### config.mk
export PLATFORM = sky130hd
export DESIGN_NAME = muskoka_wb_arbiter
export DESIGN_NICKNAME = d
export VERILOG_FILES = /design/src/rtl/muskoka_pkg.sv /design/src/rtl/muskoka_wb_watchdog.sv /design/src/rtl/muskoka_wb_arbiter.sv
export SDC_FILE = /design/constraint.sdc
export NUM_CORES = 1
export LEC_CHECK = 0
export CORE_AREA = 4 4 122 124
export DETAILED_ROUTE_END_ITERATION = 8
export DIE_AREA = 0 0 126 128
export SYNTH_ARGS = -nofsm -noshare
export SYNTH_HDL_FRONTEND = slang
export SYNTH_SLANG_ARGS = --single-unit
### constraint.sdc
create_clock -name clk_i -period 2.15 [get_ports clk_i]
set_input_delay 0.43 -clock clk_i [delete_from_list [all_inputs] [get_ports clk_i]]
set_output_delay 0.43 -clock clk_i [all_outputs]
set_load 0.01 [all_outputs]
### src/rtl/muskoka_pkg.sv
// Shared definitions for the muskoka bus arbiter: state encoding and default widths.
package muskoka_pkg;

    typedef enum logic [1:0] {
        IDLE = 2'd0,
        GNT0 = 2'd1,
        GNT1 = 2'd2
    } arb_state_t;

    localparam int DEF_ADDR_WIDTH = 32;
    localparam int DEF_DATA_WIDTH = 32;

    // One-hot grant vector (bit 0 = m0, bit 1 = m1) for a given arbiter state.
    function automatic logic [1:0] state_to_gnt(arb_state_t s);
        return {s == GNT1, s == GNT0};
    endfunction

endpackage

### src/rtl/muskoka_wb_watchdog.sv
// Ack watchdog: counts cycles of an unanswered granted strobe and flags expiry
// on the TIMEOUT-th such cycle, then starts over.
module muskoka_wb_watchdog #(
    parameter int TIMEOUT = 255
) (
    input  logic clk_i,
    input  logic rst_i,
    input  logic clr,
    input  logic run,
    output logic expire
);

    localparam int CW = $clog2(TIMEOUT + 1);
    localparam logic [CW-1:0] LAST_COUNT = CW'(TIMEOUT - 1);

    logic [CW-1:0] count_reg;

    // clr carries the ack/err condition, so an answer in the final cycle suppresses expiry.
    assign expire = run && !clr && (count_reg == LAST_COUNT);

    always_ff @(posedge clk_i or posedge rst_i) begin
        if (rst_i) begin
            count_reg <= '0;
        end else if (clr || expire) begin
            count_reg <= '0;
        end else if (run) begin
            count_reg <= count_reg + 1'b1;
        end
    end

endmodule

### src/rtl/muskoka_wb_arbiter.sv
// Two-master Wishbone arbiter (m0 = instruction fetch, m1 = load/store) with
// round-robin grants held for the whole cyc, plus an ack watchdog.
module muskoka_wb_arbiter
    import muskoka_pkg::*;
#(
    parameter int ADDR_WIDTH = DEF_ADDR_WIDTH,
    parameter int DATA_WIDTH = DEF_DATA_WIDTH,
    parameter int TIMEOUT    = 255
) (
    input  logic                    clk_i,
    input  logic                    rst_i,
    input  logic                    m0_cyc_i,
    input  logic                    m0_stb_i,
    input  logic                    m0_we_i,
    input  logic [DATA_WIDTH/8-1:0] m0_sel_i,
    input  logic [ADDR_WIDTH-1:0]   m0_adr_i,
    input  logic [DATA_WIDTH-1:0]   m0_dat_i,
    output logic [DATA_WIDTH-1:0]   m0_dat_o,
    output logic                    m0_ack_o,
    output logic                    m0_err_o,
    input  logic                    m1_cyc_i,
    input  logic                    m1_stb_i,
    input  logic                    m1_we_i,
    input  logic [DATA_WIDTH/8-1:0] m1_sel_i,
    input  logic [ADDR_WIDTH-1:0]   m1_adr_i,
    input  logic [DATA_WIDTH-1:0]   m1_dat_i,
    output logic [DATA_WIDTH-1:0]   m1_dat_o,
    output logic                    m1_ack_o,
    output logic                    m1_err_o,
    output logic                    s_cyc_o,
    output logic                    s_stb_o,
    output logic                    s_we_o,
    output logic [DATA_WIDTH/8-1:0] s_sel_o,
    output logic [ADDR_WIDTH-1:0]   s_adr_o,
    output logic [DATA_WIDTH-1:0]   s_dat_o,
    input  logic [DATA_WIDTH-1:0]   s_dat_i,
    input  logic                    s_ack_i,
    input  logic                    s_err_i,
    output logic [1:0]              gnt_o
);

    arb_state_t state_reg, state_next;
    logic       last_reg, last_next;
    logic [1:0] gnt;
    logic       sel_stb;
    logic       wd_expire;

    always_ff @(posedge clk_i or posedge rst_i) begin
        if (rst_i) begin
            state_reg <= IDLE;
            last_reg  <= 1'b1;
        end else begin
            state_reg <= state_next;
            last_reg  <= last_next;
        end
    end

    // Owners always pass through IDLE, so a handover costs one dead cycle.
    always_comb begin
        state_next = state_reg;
        last_next  = last_reg;
        case (state_reg)
            IDLE: begin
                if (m0_cyc_i && m1_cyc_i) begin
                    state_next = last_reg ? GNT0 : GNT1;
                end else if (m0_cyc_i) begin
                    state_next = GNT0;
                end else if (m1_cyc_i) begin
                    state_next = GNT1;
                end
            end
            GNT0: begin
                if (!m0_cyc_i) begin
                    state_next = IDLE;
                    last_next  = 1'b0;
                end
            end
            GNT1: begin
                if (!m1_cyc_i) begin
                    state_next = IDLE;
                    last_next  = 1'b1;
                end
            end
            default: state_next = IDLE;
        endcase
    end

    assign gnt   = state_to_gnt(state_reg);
    assign gnt_o = gnt;

    always_comb begin
        s_cyc_o = 1'b0;
        sel_stb = 1'b0;
        s_we_o  = 1'b0;
        s_sel_o = '0;
        s_adr_o = '0;
        s_dat_o = '0;
        if (gnt[0]) begin
            s_cyc_o = m0_cyc_i;
            sel_stb = m0_stb_i;
            s_we_o  = m0_we_i;
            s_sel_o = m0_sel_i;
            s_adr_o = m0_adr_i;
            s_dat_o = m0_dat_i;
        end else if (gnt[1]) begin
            s_cyc_o = m1_cyc_i;
            sel_stb = m1_stb_i;
            s_we_o  = m1_we_i;
            s_sel_o = m1_sel_i;
            s_adr_o = m1_adr_i;
            s_dat_o = m1_dat_i;
        end
    end

    // The expiring strobe is withheld so the slave never sees a late access.
    assign s_stb_o = sel_stb && !wd_expire;

    muskoka_wb_watchdog #(
        .TIMEOUT (TIMEOUT)
    ) u_watchdog (
        .clk_i  (clk_i),
        .rst_i  (rst_i),
        .clr    ((state_reg == IDLE) || !sel_stb || s_ack_i || s_err_i),
        .run    (sel_stb),
        .expire (wd_expire)
    );

    logic [DATA_WIDTH-1:0] mst_dat [2];
    logic [1:0]            mst_ack;
    logic [1:0]            mst_err;

    generate
        for (genvar gi = 0; gi < 2; gi++) begin : g_return
            assign mst_dat[gi] = gnt[gi] ? s_dat_i : '0;
            assign mst_ack[gi] = gnt[gi] && s_ack_i;
            assign mst_err[gi] = gnt[gi] && (s_err_i || wd_expire);
        end
    endgenerate

    assign m0_dat_o = mst_dat[0];
    assign m0_ack_o = mst_ack[0];
    assign m0_err_o = mst_err[0];
    assign m1_dat_o = mst_dat[1];
    assign m1_ack_o = mst_ack[1];
    assign m1_err_o = mst_err[1];

endmodule

Yosys cells after proc, flatten, opt, wreduce, memory -nomap -nowiden
Index checks and enable logic that the tools add are counted.
Widths: inputs -> output; s select.

word-level totals
  flip-flop bits (word level) = 11
  bits of input ports = 178
  output and inout bits = 141
  logic and storage cells = 57

operators by class
  add/subtract/negate cells = 1
  eq/ne operators = 6
  multiplexer cells = 26
  reductions and logical operators = 21

operators with widths
  operator             number
  $mux 32              6
  $mux 8               2
  $mux 2               6
  $add 8x1->8 const B  1
  $eq 8x8->1 const B   1
  $logic_and 1x1->1    8
  $mux 1               8
  $mux 4               2
  $pmux 2 s3           1
  $reduce_and 3->1     2
  $logic_or 1x1->1     5
  $ne 2x2->1 const B   2
  $ne 4x4->1 const B   1
  $reduce_bool 2->1    2
  $logic_not 1->1      3
  $eq 2x1->1 const B   1
  $eq 2x2->1 const B   1
  $logic_not 2->1      1
  $pmux 1 s2           1

Logic depth before layout (Yosys ltp)
  depth in word-level cells = 12
  gate-level depth with buffers = 7
  depth with buffers taken out = 5

Hierarchy
Synthesis repeated with hierarchy kept, for this count alone.

unflattened totals
  cell total of the unflattened synthesis = 225
  area, all modules = 1819.2 um^2

by module, submodules not included
  module               instances  cells each  area an instance (um^2)  sequential area each (um^2)
  muskoka_wb_arbiter   1          181         1385.1                   76.3
  muskoka_wb_watchdog  1          44          434.2                    200.2

Worst setup path before layout
No wires, ideal clock.

  path kind = reg-to-output
  from = reg state_reg[0]
  to = out m0_err_o
  arrival = 1418 ps
  required time = 1720 ps
  slack = 302 ps
  stages on the path, launching flop included = 5
  path buffers = 1
  cells stage by stage = dfrtp_1 nand3b_1 a211o_1 buf_2 o41ai_2

on the way
  word-level cells in the longest chain between the ends = 12
  elaborated cells between the ends (all ways) = 14
  classes of those cells = eq/ne (2); mux (2); reduce/logical (10)

RTL lines
  item                             RTL line                   source
  start: declaration               muskoka_wb_arbiter.sv:42   arb_state_t state_reg, state_next;
  start signal: assignment         muskoka_wb_arbiter.sv:53   state_reg <= state_next;
  $eq 2x2->1                       muskoka_pkg.sv:15          return {s == GNT1, s == GNT0};
  $mux 1                           muskoka_wb_arbiter.sv:105  end else if (gnt[1]) begin
  $mux 1                           muskoka_wb_arbiter.sv:98   if (gnt[0]) begin
  $logic_not 1->1                  muskoka_wb_arbiter.sv:123  .clr ((state_reg == IDLE) || !sel_stb || s_ack_i || s_err_i),
  $logic_or 1x1->1 (3 in series)   muskoka_wb_arbiter.sv:123
  $logic_not 1->1                  muskoka_wb_watchdog.sv:19  assign expire = run && !clr && (count_reg == LAST_COUNT);
  $logic_and 1x1->1 (2 in series)  muskoka_wb_watchdog.sv:19
  $logic_or 1x1->1                 muskoka_wb_arbiter.sv:136  assign mst_err[gi] = gnt[gi] && (s_err_i || wd_expire);
  $logic_and 1x1->1 *              muskoka_wb_arbiter.sv:136
  end: declaration                 muskoka_wb_arbiter.sv:20   output logic m0_err_o,

Mark *: on every way between the ends. The rest lies on a longest branch, timed or not.

Final worst setup path
  from = reg state_reg[1]
  to = out m1_err_o

on the way
  word-level cells in the longest chain between the ends = 12
  elaborated cells between the ends (all ways) = 14
  classes of those cells = eq/ne (2); mux (2); reduce/logical (10)

RTL lines
  item                             RTL line                   source
  $eq 2x2->1                       muskoka_pkg.sv:15
  $mux 1                           muskoka_wb_arbiter.sv:105
  $mux 1                           muskoka_wb_arbiter.sv:98
  $logic_not 1->1                  muskoka_wb_arbiter.sv:123
  $logic_or 1x1->1 (3 in series)   muskoka_wb_arbiter.sv:123
  $logic_not 1->1                  muskoka_wb_watchdog.sv:19
  $logic_and 1x1->1 (2 in series)  muskoka_wb_watchdog.sv:19
  $logic_or 1x1->1                 muskoka_wb_arbiter.sv:136
  $logic_and 1x1->1 *              muskoka_wb_arbiter.sv:136
  end: declaration                 muskoka_wb_arbiter.sv:29   output logic m1_err_o,

Marks and branches as above.

==> results.tsv <==
metric	value	unit
outcome	finished clean	
CP Cell Sequence	buf_6, nand3b_1, a211o_1, o41ai_2, buf_2	
wire length of the first global-routing pass	21900	um
Final GP Congestion	0.925	
warnings from Yosys	0	
placed cells	727	
endpoint type of the worst setup path	primary output	
Clock Latency Late Sink	0.24	ns
Die Area	0.0161	mm^2
Core Area	0.0138	mm^2
cell count of the worst reg-to-reg path	5	
Mapped Nets	411	
Root Buffer	clkbuf_16	
Sw Ratio	39.2	%
sequential fraction of the synthesis area	15.6	%
vias in the first global route	3532	
Sequential Area	278	um^2
Worst-Margin Slew	0.435	ns
ys flop type	dfrtp_1	
RSZ-0062 raised after global routing	true	
Yosys top cell by area	a22o_1	
Post-Syn Instances	231	
Reg power frac	8.9	%
path type of the worst setup path	flop to primary output	
die width	126	um
Clock Sinks	11	
Routed WL	15600	um
worst endpoint required time	1.72	ns
mapped cell area	0.00177	mm^2
VDD IR max	0.000333	V
H-Tree Depth	1	
Final Max Tran Viols	0	
Final Cycle Share	98.8	%
Post-CTS Hold Buffers	0	
crit start category	flop	
number of flip-flops in the largest register	8	
Starting Density	12.9	%
Final setup viols	0	
CTS tree	yes	
Avg Synthesized Cell Area	7.68	um^2
worst hold path class	input pin to asynchronous set/reset pin	
final non-filler cell total	749	
Filler cells	1445	
Synth-to-Final Area Change	206	%
I/O Pins	319	
maxcap violations	0	
top post-synthesis cells by area	a22o_1, and2_1, dfrtp_1, buf_2, nand2_1	
clock power share	11.8	%
Leak Pwr	2.57	nW
Iteration-0 DRC Markers	60	
final-report hold violation count	0	
setup slack at placement	-0.547	ns
antenna violations before repair	0	
area fraction of the dominant cell type after synthesis	34.1	%
routed len/inst	20.8	um
DRC	0	
Total Power	2.85	mW
top-count cell post-synth	a22o_1	
Combinational Power Share	79.3	%
CTS max path bufs	2	
fin nets	750	
crit-path max cell delay	0.44	ns
CTS clk-pin slew, worst paths	0.04	ns
Die Ht	128	um
via/cell ratio	4.40	
share of cells above drive strength 1	19.3	%
Max stage delay cell, worst path	dfrtp_2	
Inserted Clock Buffers	3	
total gr overflow	0	
crit path time final	2.13	ns
Critical Path Stages	5	
fraction of registers with async set or reset after synthesis	100	%
delay-heaviest family, CP	compound AO/OA/AOI/OAI gates	
Slew headroom	71.0	%
DR vias	3293	
maximum fanout along the worst path	5	
Yosys cell types	34	
synth cell count leaders	a22o_1, and2_1, nand2_1, clkbuf_1, buf_2	
fmax	0.471	GHz
CP bufs+invs	2	
total global-route track usage	17.4	%
final core occ	39.4	%
EDFF count, synth	0	
Setup Skew	0.00410	ns
largest net degree at the start of global routing	25	
# diodes	0	
Synth Register Bits	11	
PnR worst setup slack	0.0250	ns
# port buffers	318	
ANT nets after route	0	
First-pass DRT Iterations	4	
Sw Pwr	1.12	mW
hpwl dp	12400	um
area used by multi-input combinational logic	0.00138	mm^2
pwr dens	525	mW/mm^2
Core Rows	43	
crit path DAT	1.70	ns
Internal	1.73	mW
-- power by group through the flow --
stage               registers (mW)  clock network (mW)  logic [mW]
global placement             0.253                   0        2.26
CTS                          0.250               0.342        2.29
floorplan                    0.250                   0       0.830
detailed placement           0.254                   0        2.26
finish                       0.255               0.335        2.26
global route                 0.257               0.361        2.40
-- path summary, 6_finish.rpt --
path / start / end / slack [ns]
setup / recovery: state_reg[1]$_DFFE_PP0P_ / m1_err_o / 0.02
hold / removal: rst_i / u_watchdog.count_reg[2]$_DFFE_PP0P_ / 0.49
setup reg to reg: state_reg[1]$_DFFE_PP0P_ / u_watchdog.count_reg[5]$_DFFE_PP0P_ / 0.60
hold reg to reg: last_reg$_DFFE_PP1P_ / last_reg$_DFFE_PP1P_ / 0.49
max in group asynchronous: rst_i / last_reg$_DFFE_PP1P_ / 1.32
min in group clk_i: last_reg$_DFFE_PP1P_ / last_reg$_DFFE_PP1P_ / 0.49
-- what timing repair did --
action / 4_1_cts / 5_1_grt
resized for setup: 268 / 69
buffers inserted: 8 / 5
pin swaps: 5 / 6
endpoints found under the setup margin: 141 / 95
cloned: 6 / 0
-- cell type report --
cell class	count	area share, %
inverter	7	0.808
tap	180	4.16
multi-input combinational	189	25.5
timing repair buffer	358	63.0
clock buffer	4	1.45
sequential	11	5.12
-- routing by layer --
metal	part of all wire [%]	GRT usage [%]	wire, um
met1	37	19.3	5730
met2	51	31.6	7890
met3	12	7.79	1800
met4	1.1	2.52	173
met5	0	0	0
-- layout by cell type, fill, tap and decap left out, drive strengths merged, types with 4 or more instances in the layout --
cell type      instances
a22o                  69
a31oi                  4
and2                  66
buf                   71
clkbuf                17
clkdlybuf4s15         34
clkdlybuf4s50        176
dfrtp                 10
dlygate4sd2           59
inv                    5
nand2                 14
-- worst reg2reg max path, stage by stage (launching register included) --
cell and delay (ns):
dfrtp_2 0.44, buf_6 0.13, nand3b_1 0.18, a211o_1 0.33
buf_4 0.18, a311oi_1 0.20
-- metrics by stage --
stage	setup TNS (ns)	hold WS (ns)	area, um^2
2_1_floorplan	0	0.282	1770
3_3_place_gp	-1.51	0.483	5280
3_5_place_dp	-1.99	0.488	5280
4_1_cts	-1.56	0.494	5460
5_1_grt	-0.0823	0.527	5420
6_report	0	0.491	5420
-- kinds of logic after synthesis --
kind of cell,after synthesis,share of synthesized area [%]
XOR/XNOR,1,0.494
buffers and inverters,31,7.55
flip-flops,11,15.6
AO/OA/AOI/OAI,87,41.7
AND/OR/NAND/NOR,99,33.3
adder cells (fa/ha/maj),2,1.41
(Power assumes the default switching activity.)
